===== src/rtl/muldiv_sequencer.sv =====
// muldiv_sequencer: iterative multiply/divide unit for MULT/MULTU/DIV/DIVU.
//
// A small FSM (IDLE -> PREP -> RUN -> FIXUP -> DONE) sequences a WIDTH-step
// shift-add multiply or restoring divide on operands latched at accept time.
// The 2*WIDTH-bit result lands in the architectural HI/LO registers.
//
// Handshake: the core raises start (with op/operands) and holds it until
// stall drops. A start is accepted only on an edge where the unit is IDLE.
// stall is high from the accept cycle until the result is written. done
// pulses for exactly one cycle when HI/LO become valid. Starts seen while
// busy, including during DONE, are ignored.
//
// Ports:
//   clk, rst_n              clock, asynchronous active-low reset
//   start, op[1:0]          request; op 00 MULT, 01 MULTU, 10 DIV, 11 DIVU
//   operand_a, operand_b    rs (multiplicand/dividend), rt (multiplier/divisor)
//   busy, done, stall       status to the core
//   hi, lo                  result: upper product/remainder, lower product/quotient
//   div_by_zero             last divide had a zero divisor
//   dbg_state               current FSM state (debug visibility)
module muldiv_sequencer #(
  parameter int WIDTH = 32
) (
  input  logic             clk,
  input  logic             rst_n,
  input  logic             start,
  input  logic [1:0]       op,
  input  logic [WIDTH-1:0] operand_a,
  input  logic [WIDTH-1:0] operand_b,
  output logic             busy,
  output logic             done,
  output logic             stall,
  output logic [WIDTH-1:0] hi,
  output logic [WIDTH-1:0] lo,
  output logic             div_by_zero,
  output logic [2:0]       dbg_state
);

  localparam int CW = (WIDTH > 1) ? $clog2(WIDTH) : 1;
  localparam logic [CW-1:0] LAST = CW'(WIDTH - 1);

  typedef enum logic [2:0] {
    S_IDLE  = 3'd0,
    S_PREP  = 3'd1,
    S_RUN   = 3'd2,
    S_FIXUP = 3'd3,
    S_DONE  = 3'd4
  } state_t;

  state_t state, state_nxt;

  logic [1:0]         op_q;
  logic [WIDTH-1:0]   a_q, b_q;
  logic               neg_q, neg_r;
  logic [WIDTH-1:0]   mcand;      // multiplicand magnitude, or divisor magnitude
  logic [WIDTH-1:0]   mplr;       // multiplier magnitude, consumed LSB first
  logic [2*WIDTH-1:0] acc;        // product, or {rem, quo} for divide
  logic [CW-1:0]      cnt;

  logic               is_div, is_signed, b_zero;
  logic [WIDTH-1:0]   mag_a, mag_b;
  logic               neg_q_c, neg_r_c;
  logic [WIDTH:0]     mul_sum;
  logic [2*WIDTH-1:0] mul_next;
  logic [2*WIDTH-1:0] div_shift;
  logic [WIDTH:0]     div_diff;
  logic [2*WIDTH-1:0] div_next;
  logic [2*WIDTH-1:0] fix_prod;
  logic [WIDTH-1:0]   fix_quo, fix_rem;

  assign is_div    = op_q[1];
  assign is_signed = ~op_q[0];
  assign b_zero    = (b_q == '0);

  // ---------------- FSM ----------------
  always_ff @(posedge clk or negedge rst_n) begin
    if (!rst_n) state <= S_IDLE;
    else        state <= state_nxt;
  end

  always_comb begin
    state_nxt = state;
    case (state)
      S_IDLE:  if (start) state_nxt = S_PREP;
      S_PREP:  state_nxt = (is_div && b_zero) ? S_DONE : S_RUN;
      S_RUN:   if (cnt == LAST) state_nxt = S_FIXUP;
      S_FIXUP: state_nxt = S_DONE;
      S_DONE:  state_nxt = S_IDLE;
      default: state_nxt = S_IDLE;
    endcase
  end

  assign busy      = (state != S_IDLE);
  assign stall     = ((state == S_IDLE) && start) || (state == S_PREP) ||
                     (state == S_RUN) || (state == S_FIXUP);
  assign dbg_state = state;

  // ---------------- datapath combinational ----------------
  always_comb begin
    mag_a   = (is_signed && a_q[WIDTH-1]) ? -a_q : a_q;
    mag_b   = (is_signed && b_q[WIDTH-1]) ? -b_q : b_q;
    neg_q_c = is_signed && (a_q[WIDTH-1] ^ b_q[WIDTH-1]);
    neg_r_c = is_signed && a_q[WIDTH-1];

    // Multiply step: add into the upper half (carry kept), then shift right.
    mul_sum  = {1'b0, acc[2*WIDTH-1:WIDTH]} + {1'b0, (mplr[0] ? mcand : {WIDTH{1'b0}})};
    mul_next = {mul_sum, acc[WIDTH-1:1]};

    // Restoring divide step. The bit shifted out of rem is kept as the top
    // of the trial subtraction, since 2*rem can exceed WIDTH bits.
    div_shift = {acc[2*WIDTH-2:0], 1'b0};
    div_diff  = {acc[2*WIDTH-1], div_shift[2*WIDTH-1:WIDTH]} - {1'b0, mcand};
    div_next  = div_diff[WIDTH] ? div_shift
                                : {div_diff[WIDTH-1:0], div_shift[WIDTH-1:1], 1'b1};

    fix_prod = neg_q ? -acc : acc;
    fix_quo  = neg_q ? -acc[WIDTH-1:0] : acc[WIDTH-1:0];
    fix_rem  = neg_r ? -acc[2*WIDTH-1:WIDTH] : acc[2*WIDTH-1:WIDTH];
  end

  // ---------------- datapath registers ----------------
  always_ff @(posedge clk or negedge rst_n) begin
    if (!rst_n) begin
      op_q        <= '0;
      a_q         <= '0;
      b_q         <= '0;
      neg_q       <= 1'b0;
      neg_r       <= 1'b0;
      mcand       <= '0;
      mplr        <= '0;
      acc         <= '0;
      cnt         <= '0;
      hi          <= '0;
      lo          <= '0;
      done        <= 1'b0;
      div_by_zero <= 1'b0;
    end else begin
      done <= (state_nxt == S_DONE);
      case (state)
        S_IDLE: begin
          if (start) begin
            op_q        <= op;
            a_q         <= operand_a;
            b_q         <= operand_b;
            div_by_zero <= 1'b0;
          end
        end
        S_PREP: begin
          neg_q <= neg_q_c;
          neg_r <= neg_r_c;
          mcand <= is_div ? mag_b : mag_a;
          mplr  <= mag_b;
          // Remainder half starts cleared; a divide seeds the quotient half
          // with the dividend so it shifts into the remainder bit by bit.
          acc   <= is_div ? {{WIDTH{1'b0}}, mag_a} : '0;
          cnt   <= '0;
          if (is_div && b_zero) begin
            hi          <= a_q;
            lo          <= '1;
            div_by_zero <= 1'b1;
          end
        end
        S_RUN: begin
          acc  <= is_div ? div_next : mul_next;
          mplr <= mplr >> 1;
          cnt  <= cnt + CW'(1);
        end
        S_FIXUP: begin
          if (is_div) begin
            hi <= fix_rem;
            lo <= fix_quo;
          end else begin
            hi <= fix_prod[2*WIDTH-1:WIDTH];
            lo <= fix_prod[WIDTH-1:0];
          end
        end
        default: ;
      endcase
    end
  end

endmodule

===== config.mk =====
export PLATFORM = sky130hd
export DESIGN_NAME = muldiv_sequencer
export DESIGN_NICKNAME = d
export VERILOG_FILES = /design/src/rtl/muldiv_sequencer.sv
export SDC_FILE = /design/constraint.sdc
export NUM_CORES = 1
export LEC_CHECK = 0
export CAP_MARGIN = 15
export CORE_MARGIN = 10
export CORE_UTILIZATION = 30
export DETAILED_ROUTE_END_ITERATION = 12
export SLEW_MARGIN = 20
export SYNTH_ARGS = -nofsm -noshare
export SYNTH_HDL_FRONTEND = slang
export SYNTH_SLANG_ARGS = --single-unit
export TNS_END_PERCENT = 5

===== constraint.sdc =====
create_clock -name clk -period 3.3 [get_ports clk]
set_clock_uncertainty 0.2 [all_clocks]
set_input_delay 0.33 -clock clk [delete_from_list [all_inputs] [get_ports clk]]
set_output_delay 0.33 -clock clk [all_outputs]
set_load 0.05 [all_outputs]

==> flow_summary_export.csv, run 1 <==
group,metric,value,unit
final_layout,nNetsFinal,2689,
critical_path,r2r_end,"acc[33]",
floorplanning,start_util,30.3,%
floorplanning,core,60500,um^2
critical_path,slowest_stage,"dfrtp_1",
critical_path,r2r_setup_slack,-0.30,ns
final_layout,drive_gt1_share,22.9,%
drt,num_vias,18200,
synthesis,synth-seq-cells,270,
placement,hpwlAfterDp,55.5,mm
clock_tree,htree_levels,2,
synthesis,ys_seq_area_share,36.8,%
synthesis,ys_warn_count,0,
global_routing,grt_antenna_before_repair,0,
power_and_ir_drop,p_switching,16.0,mW
clock_tree,cts_tree,"built",
global_routing,grtUsageTotal,19.8,%
timing,relSlewSlack,32.7,%
critical_path,critical_path.top_delay_family,"compound AO/OA/AOI/OAI gates",
global_routing,grt_pass1_wl,110,mm
power_and_ir_drop,leakage,10.9,nW
synthesis,yosysUniqueCellTypes,71,
critical_path,r2r-start,"mcand[0]",
power_and_ir_drop,combPwrFrac,68.2,%
drt,firstDrtPassIters,6,
placement,port_buffers,139,
timing,grt_setup_unrepaired,"yes",
critical_path,cp-end-kind,"flop",
critical_path,path_buf_inv,6,
power_and_ir_drop,vdd_ir_drop_max,0.924,mV
critical_path,cp_max_fo,4,
global_routing,grt_use_met2,31.2,%
final_layout,layout_common_cells,"305 x buf_4, 287 x nand2_1, 269 x dfrtp_1",
run,cap_violations,0,
timing,setup_viol,39,
drt,wl_per_cell,21.8,um
hold_path,hp-start,"operand_b[6]",
synthesis,synth_cells,2179,
critical_path,r2r.worst_path.cells,18,
power_and_ir_drop,powerDensity,1300,nW/um^2
drt,drtIter0Drc,1611,
power_and_ir_drop,finalPower,32.4,mW
floorplanning,die_h,267,um
critical_path,cp-start-kind,"flop",
power_and_ir_drop,clkPwrFrac,11.9,%
clock_tree,cts_buffer_depth,3,
drt,viasPerCell,5.43,
power_and_ir_drop,p_seq_share,19.9,%
synthesis,synth_edf_count,0,
critical_path,crit_required,3.53,ns
critical_path,crit_type,"reg -> reg",
timing,tightest_slew,1.01,ns
timing,hold_violations,0,
clock_tree,clk_pin_slew_worst_paths,0.06,ns
critical_path,path_cells,"buf_6 -> ha_4 -> fa_2 -> nand2b_4 -> a21oi_4 -> o21ai_4 -> a21oi_4 -> buf_6 -> a41o_4 -> a21oi_4 -> buf_12 -> xor2_4 -> buf_12 -> buf_12 -> buf_6 -> nand2_1 -> o21ai_1 -> a221o_1",
drt,routed_wl,73.1,mm
final_layout,layout_commonest_cell,"buf_4",
synthesis,synth_nets,2320,
global_routing,grt_util_met3,3.39,%
drt,drtAntennaViolNets,0,
timing,fmax,278,MHz
timing,fin_tns_setup,-5.83,ns
run_status,violations,"negative setup slack",
floorplanning,fp.dieW,267,um
critical_path,critPathMaxStageDelay,0.40,ns
floorplanning,rows,90,
synthesis,synth_area,18300,um^2
global_routing,grt_max_degree,118,
critical_path,worstPathArrival,3.83,ns
timing,fin_crit_sh,109,%
synthesis,avgSynthCellArea,8.42,um^2
hold_path,hp-class,"in -> reg",
floorplanning,ios,140,
final_layout,num_antenna_cells,0,
global_routing,grt.busiest_layer,"met2",
placement,place_congestion,0.939,
hold_path,hold_depth,3,
power_and_ir_drop,p_int,16.4,mW
final_layout,n_fill_cell,5839,
global_routing,grt_use_met1,26.9,%
synthesis,ys.flop_type,"dfrtp_1",
clock_tree,clk_latency,0.55,ns
timing,final_max_slew_viol_count,0,
timing,post-route-min-period,3.60,ns
drt,post-route-drc-count,0,
run_status,outcome,"complete, but fails checks",
hold_path,holdPathEnd,"b_q[6]",
global_routing,first_global_vias,17700,
synthesis,async_reset_ff_share,100,%
clock_tree,cts_made_buffers,35,
final_layout,area_growth,35.6,%
power_and_ir_drop,swShare,49.4,%
global_routing,grt_overflow_total,0,
floorplanning,design.die.area,71400,um^2
timing,setup_slack,-0.300,ns
clock_tree,cts.sinks,270,
clock_tree,root_buffer,"clkbuf_16",
-- synth_stat cells (3+ instances only) --
cell / n / area, um^2
nand2_1: 295 / 1110
dfrtp_1: 270 / 6760
o21ai_0: 206 / 1030
nor2_1: 152 / 571
a21oi_1: 137 / 686
clkbuf_1: 109 / 409
xor2_1: 96 / 841
ha_1: 70 / 876
inv_1: 70 / 263
xnor2_1: 68 / 596
mux2_2: 59 / 664
a31oi_1: 50 / 313
nor3_1: 50 / 250
nand3_1: 48 / 240
mux2i_1: 45 / 450
o211ai_1: 44 / 330
a22oi_1: 43 / 323
and2_1: 42 / 263
o31ai_1: 29 / 218
a21o_1: 27 / 203
buf_1: 25 / 93.8
nor4_1: 23 / 144
o221ai_1: 19 / 166
or3_1: 19 / 119
nand2b_1: 17 / 106
nor2b_1: 16 / 100
a211oi_1: 11 / 82.6
a22o_1: 11 / 96.3
and3_1: 9 / 56.3
nand4_1: 9 / 56.3
o21a_1: 9 / 67.6
buf_2: 8 / 40.0
o41ai_1: 8 / 70.1
or2_2: 8 / 50.1
or4_1: 8 / 60.1
nand3b_1: 5 / 37.5
nor3b_1: 5 / 37.5
a211o_1: 4 / 35.0
a21boi_0: 4 / 30.0
a221o_1: 4 / 40.0
o21bai_1: 4 / 30.0
and4_1: 3 / 26.3
or3b_2: 3 / 26.3
-- logic make-up after synthesis --
family                   after synthesis  synth area share, %
AND/OR/NAND/NOR                      726                 18.5
adder cells (fa/ha/maj)               72                 4.99
AO/OA/AOI/OAI                        628                 21.2
flip-flops                           270                 36.8
multiplexers                         104                 6.08
XOR/XNOR                             164                 7.83
buffers and inverters                215                 4.54
-- worst max-delay path by stage --
stage | startpoint | end | cells past startpoint
final | mcand[0] | acc[33] | 18
after global routing | mcand[0] | acc[33] | 18
after CTS | mcand[0] | acc[57] | 17
after detailed placement | acc[31] | acc[45] | 14
after floorplan | mplr[0] | acc[57] | 16
after global placement | mcand[1] | acc[59] | 16
-- registers in the layout, summed over array words and instances (netlist names), 3 cells and up --
signal and cells:
acc 64, a_q 32, b_q 32, hi 32
lo 32, mcand 32, mplr 32, cnt 5
dbg_state 3
-- routing by layer --
metal,wire (um),share of wire (%)
met1,31800,44
met2,33200,45
met3,5430,7.4
met4,2670,3.6
met5,0,0
-- worst reg2reg max path, delay by kind of cell, from the launching register on --
kind	cells	cell delay [ns]
buf+inv	6	0.81
xor+xnor	1	0.18
fa+ha+maj	2	0.51
flops	1	0.40
simple gates	2	0.23
compound gates	7	1.14
-- timing repair --
action,in CTS,in global routing
hold buffers,1,0
cloned,2,2
resized for setup,74,112
endpoints found under the hold margin,81,0
endpoints found under the setup margin,99,114
pin swaps,32,57
buffers inserted,11,16
-- stage by stage --
step	setup slack, ns	instances	instance area, um^2	hold WS [ns]	utilization, %
floorplan	-0.0636	2179	18400	-0.166	-
global placement	-0.542	3265	22700	0.186	37.5
detailed placement	-0.539	3265	22700	0.193	37.5
CTS	-0.270	3339	24300	0.128	40.2
global route	-0.336	3355	24900	0.163	41.1
finish	-0.300	3355	24900	0.152	41.1
-- power groups by stage --
stage	clock network (mW)	logic (mW)	registers, mW
after floorplan	0	10.5	7.30
after global placement	0	19.4	6.37
after detailed placement	0	19.6	6.42
after CTS	3.90	20.8	6.39
after global routing	4.03	23.6	6.63
final	3.84	22.1	6.44
-- cell type report --
class                   count  area [um^2]  area share [%]
clock inverters            16          144           0.578
repair buffers            477         4250            17.1
flip-flops and latches    270         6760            27.2
well taps                 782          978            3.93
inverters                  70          263            1.06
multi-input cells        1694        11500            46.1
clock buffers              46          998            4.01
Note: power is estimated with default switching activity, not from simulation.
==> run 2, diff against run 1 <==
- ABC_CLOCK_PERIOD_IN_PS: default -> 3500
- CORE_MARGIN: 10 -> default
- clock period: 3.3 -> 3.5 ns (I/O delays scaled with it)
==> flow_summary_export.csv, run 2 (same netlist as run 1, synthesis figures left out) <==
group,metric,value,unit
final_layout,final_core_util,40.1,%
critical_path,slowest_stage,"or4_4",
floorplanning,fp.dieW,249,um
floorplanning,design.die.area,62100,um^2
global_routing,grt_antenna_before_repair,3,
critical_path,r2r.worst_path.cells,12,
power_and_ir_drop,finalPower,29.3,mW
final_layout,layout_commonest_cell,"nand2_1",
power_and_ir_drop,leakage,10.6,nW
drt,viasPerCell,5.52,
timing,fin_crit_sh,102,%
critical_path,cp-endpoint,"hi[29]",
drt,drtAntennaViolNets,0,
run_status,violations,"negative setup slack",
final_layout,drive_gt1_share,19.9,%
drt,routed_wl,70.9,mm
power_and_ir_drop,vdd_ir_drop_max,0.711,mV
critical_path,worstPathArrival,3.84,ns
floorplanning,start_util,30.4,%
clock_tree,clk_latency,0.56,ns
power_and_ir_drop,powerDensity,1210,nW/um^2
timing,post-route-min-period,3.58,ns
placement,placed_area,22300,um^2
timing,setup_slack,-0.0760,ns
critical_path,crit_type,"reg -> reg",
drt,drtIter0Drc,1775,
critical_path,cp-start-kind,"flop",
clock_tree,cts.sinks,270,
run,cap_violations,0,
final_layout,layout_common_cells,"292 x nand2_1, 268 x dfrtp_1, 253 x buf_4",
hold_path,hp-start,"operand_b[6]",
critical_path,crit_path_start,"acc[11]",
critical_path,crit_required,3.77,ns
critical_path,r2r-start,"acc[11]",
critical_path,r2r_end,"hi[29]",
critical_path,cp-end-kind,"flop",
critical_path,r2r_setup_slack,-0.08,ns
clock_tree,cts_made_buffers,35,
timing,relSlewSlack,34.7,%
timing,hold_violations,0,
drt,post-route-drc-count,0,
global_routing,first_global_vias,17700,
global_routing,grt_overflow_total,0,
final_layout,area_growth,32.1,%
final_layout,regMostFlops,"acc",
timing,final_max_slew_viol_count,0,
hold_path,hp-class,"in -> reg",
placement,port_buffers,139,
critical_path,critPathMaxStageDelay,0.53,ns
floorplanning,die_h,249,um
placement,dp_slack,-0.372,ns
critical_path,path_common_cell,"or3_4",
clock_tree,cts_tree,"built",
placement,place_congestion,0.988,
drt,num_vias,18200,
timing,holdWs,0.178,ns
timing,fmax,280,MHz
placement,hpwlAfterDp,53.8,mm
global_routing,grt_pass1_wl,108,mm
global_routing,grt_max_degree,97,
clock_tree,root_buffer,"clkbuf_16",
critical_path,path_cells,"or4_4 -> or3_4 -> or3_4 -> nor2_2 -> nand4_2 -> o41a_1 -> o22ai_4 -> a41oi_2 -> xnor2_1 -> buf_4 -> nor2_4 -> a31oi_1",
final_layout,nNetsFinal,2625,
run_status,outcome,"complete, but fails checks",
final_layout,final_design_area_no_fill,24200,um^2
floorplanning,ios,140,
clock_tree,clk_pin_slew_worst_paths,0.06,ns
floorplanning,core,60400,um^2
final_layout,finalNonFillerCells,3293,
drt,firstDrtPassIters,6,
timing,setup_viol,3,
clock_tree,htree_levels,2,
timing,fin_tns_setup,-0.107,ns
global_routing,grtUsageTotal,22.4,%
timing,tightest_slew,0.979,ns
clock_tree,cts_buffer_depth,3,
drt,wl_per_cell,21.5,um
critical_path,cp_max_fo,3,
timing,grt_setup_unrepaired,"yes",
final_layout,largest_register_ffs,64,
placement,dp.cells,3216,
floorplanning,rows,90,
## run 2: changes by cell type in the layout (fill, tap and decap cells not counted), sizes merged
cell,change
buf,-64
inv,-2
diode,+1
clkbuf,+3
bufinv,+2
clkinvlp,-4
bufbuf,+2
## run 2: how the worst min path moves through the flow
| stage | to | cells past startpoint | slack [ns] |
|---|---|---|---|
| 6_report | b_q[6] | 3 | 0.18 |
| 5_1_grt | b_q[1] | 3 | 0.17 |
| 4_1_cts | b_q[6] | 3 | 0.14 |
| 3_5_place_dp | hi[14] | 1 | 0.23 |
| 3_3_place_gp | hi[13] | 1 | 0.23 |
| 2_1_floorplan | a_q[0] | 0 | -0.15 |
## run 2: cell type report
type	count	area (um^2)
well taps	782	978
clock inverters	12	175
fillers	5990	36100
clock buffers	51	1010
flip-flops and latches	270	6760
inverters	70	263
diodes	1	2.50
repair buffers	413	3700
multi-input cells	1694	11300
## run 2: timing repair
action,in CTS,in global routing
cloned,2,1
gates resized for setup,33,85
hold buffers,1,0
buffers inserted,3,6
endpoints found under the setup margin,96,100
pin swaps,13,32
endpoints found under the hold margin,90,0
## run 2: power by group
part	internal (mW)	switching, mW	total (mW)
clock	2.23	1.48	3.71
sequential	4.56	1.53	6.09
combinational	7.90	11.6	19.5
total	14.7	14.6	29.3
## run 2: layer usage
| metal | up-vias | routed length [um] | global-route usage, % |
|---|---|---|---|
| met5 | - | 0 | 0 |
| li1 | 8389 | - | - |
| met4 | 0 | 3410 | 10.3 |
| met1 | 8930 | 31700 | 31.4 |
| met3 | 133 | 5070 | 3.62 |
| met2 | 739 | 30800 | 33.7 |
## run 2: worst max-delay path: cells and delay by family, from the launching register on
kind	cells	cell delay, ns
flip-flops	1	0.38
buffers and inverters	1	0.15
AO/OA/AOI/OAI	4	0.95
XOR/XNOR	1	0.18
AND/OR/NAND/NOR	6	1.62
==> run 3, diff against run 2 <==
- CTS_BUF_LIST: default -> sky130_fd_sc_hd__clkbuf_4
==> flow_summary_export.csv, run 3 (same netlist as run 1, synthesis figures left out) <==
group,metric,value,unit
run_status,violations,"negative setup slack",
clock_tree,cts_made_buffers,80,
floorplanning,start_util,30.4,%
hold_path,hold_depth,5,
critical_path,cp-end-kind,"flop",
timing,setup_viol,1,
global_routing,first_global_vias,18400,
hold_path,holdPathEnd,"b_q[0]",
final_layout,area_growth,34.1,%
power_and_ir_drop,leakage,10.9,nW
final_layout,final_design_area_no_fill,24600,um^2
global_routing,grt_overflow_total,0,
drt,drtIter0Drc,1935,
drt,drtAntennaViolNets,0,
drt,viasPerCell,5.47,
final_layout,layout_commonest_cell,"nand2_1",
timing,hold_violations,0,
final_layout,n_fill_cell,5997,
global_routing,grtUsageTotal,23.0,%
final_layout,layout_common_cells,"294 x nand2_1, 269 x dfrtp_1, 251 x buf_4",
floorplanning,die_h,249,um
hold_path,hp-class,"in -> reg",
timing,fmax,282,MHz
final_layout,seqCellArea,6760,um^2
run_status,outcome,"complete, but fails checks",
critical_path,crit_required,4.07,ns
final_layout,regMostFlops,"acc",
timing,fin_crit_sh,101,%
clock_tree,cts_tree,"built",
timing,grt_setup_unrepaired,"yes",
final_layout,multi_input_area,11200,um^2
final_layout,largest_register_ffs,64,
global_routing,grt_antenna_before_repair,5,
timing,post-route-min-period,3.55,ns
critical_path,critPathMaxStageDelay,0.53,ns
critical_path,r2r_end,"hi[29]",
critical_path,slowest_stage,"or4_4",
hold_path,hp-start,"start",
power_and_ir_drop,powerDensity,1160,nW/um^2
timing,tightest_slew,1.01,ns
final_layout,finalNonFillerCells,3441,
timing,setup_slack,-0.0507,ns
critical_path,cp-start-kind,"flop",
clock_tree,clk_latency,0.89,ns
floorplanning,ios,140,
floorplanning,core,60400,um^2
critical_path,cp_max_fo,3,
critical_path,path_common_cell,"or3_4",
timing,relSlewSlack,32.8,%
drt,wl_per_cell,21.0,um
drt,post-route-drc-count,0,
global_routing,grt_pass1_wl,110,mm
clock_tree,root_buffer,"clkbuf_4",
clock_tree,htree_levels,3,
placement,placed_area,22300,um^2
clock_tree,cts.sinks,270,
floorplanning,design.die.area,62100,um^2
drt,firstDrtPassIters,6,
power_and_ir_drop,vdd_ir_drop_max,0.631,mV
run,cap_violations,0,
critical_path,r2r_setup_slack,-0.05,ns
placement,port_buffers,139,
clock_tree,cts_buffer_depth,3,
critical_path,worstPathArrival,4.13,ns
clock_tree,clk_pin_slew_worst_paths,0.07,ns
floorplanning,rows,90,
critical_path,r2r.worst_path.cells,12,
floorplanning,fp.dieW,249,um
critical_path,crit_type,"reg -> reg",
critical_path,r2r-start,"acc[11]",
placement,hpwlAfterDp,53.8,mm
drt,num_vias,18800,
final_layout,nNetsFinal,2735,
final_layout,drive_gt1_share,20.6,%
placement,dp.cells,3216,
critical_path,path_cells,"or4_4 -> or3_4 -> or3_4 -> nor2_2 -> nand4_2 -> o41a_1 -> o22ai_4 -> a41oi_2 -> xnor2_1 -> buf_4 -> nor2_4 -> a31oi_1",
timing,final_max_slew_viol_count,0,
drt,routed_wl,72.1,mm
global_routing,grt_max_degree,84,
placement,place_congestion,0.988,
## run 3: cell count changes in the layout (fill, tap and decap cells not counted), sizes merged
cell	before	now
buf	272	270
bufbuf	2	1
clkbuf	51	109
clkinv	8	27
clkinvlp	0	1
diode	1	5
dlygate4sd3	1	68
inv	71	73
## run 3: stage by stage
stage	hold WS, ns	total power [mW]	setup TNS (ns)	util (%)	setup WS, ns
2_1_floorplan	-0.146	16.7	-0.398	-	-0.0536
3_3_place_gp	0.226	23.9	-13.02	37.0	-0.285
3_5_place_dp	0.233	24.2	-17.04	37.0	-0.372
4_1_cts	0.259	27.9	-0.0191	40.3	-0.0191
5_1_grt	0.285	30.4	-1.21	40.8	-0.155
6_report	0.292	28.6	-0.0507	40.8	-0.0507
## run 3: layout make-up
type                       count  share of cell area [%]
inverter                      70                    1.07
timing repair buffer         478                    17.7
tap                          782                    3.98
clock buffer                 108                    3.30
clock inverter                34                   0.931
multi-input combinational   1694                    45.5
sequential                   270                    27.5
antenna                        5                  0.0509
## run 3: repair_timing
item,4_1_cts,5_1_grt
hold endpoints to repair,330,0
gates resized for setup,35,54
gates cloned,1,1
hold buffers,69,0
buffers inserted,2,5
pin swaps,14,8
endpoints found under the setup margin,97,95
## run 3: worst max path at each step
stage | to | slack, ns | cells past startpoint | startpoint
2_1_floorplan | acc[55] | -0.05 | 15 | acc[31]
3_3_place_gp | acc[63] | -0.28 | 14 | acc[31]
3_5_place_dp | acc[63] | -0.37 | 13 | mcand[0]
4_1_cts | hi[29] | -0.02 | 12 | acc[11]
5_1_grt | hi[29] | -0.16 | 12 | acc[11]
6_report | hi[29] | -0.05 | 12 | acc[11]
## run 3: routing by layer
metal / vias up / global-route usage [%] / routed length [um]
met4: 2 / 11.0 / 3360
li1: 8670 / - / -
met2: 845 / 34.6 / 31300
met3: 165 / 4.32 / 5830
met1: 9143 / 31.5 / 31600
met5: - / 0 / 12
## run 3: where the power goes
group          internal, mW  switching [mW]  total (mW)
clock                  1.67            1.54        3.20
sequential             4.56            1.52        6.08
combinational          7.82            11.5        19.3
total                  14.0            14.6        28.6
## run 3: critical path, delay by kind of cell, from the launching register on
kind,cells,cell delay (ns)
compound gates,4,0.94
simple gates,6,1.62
buf+inv,1,0.15
flops,1,0.38
xor+xnor,1,0.19
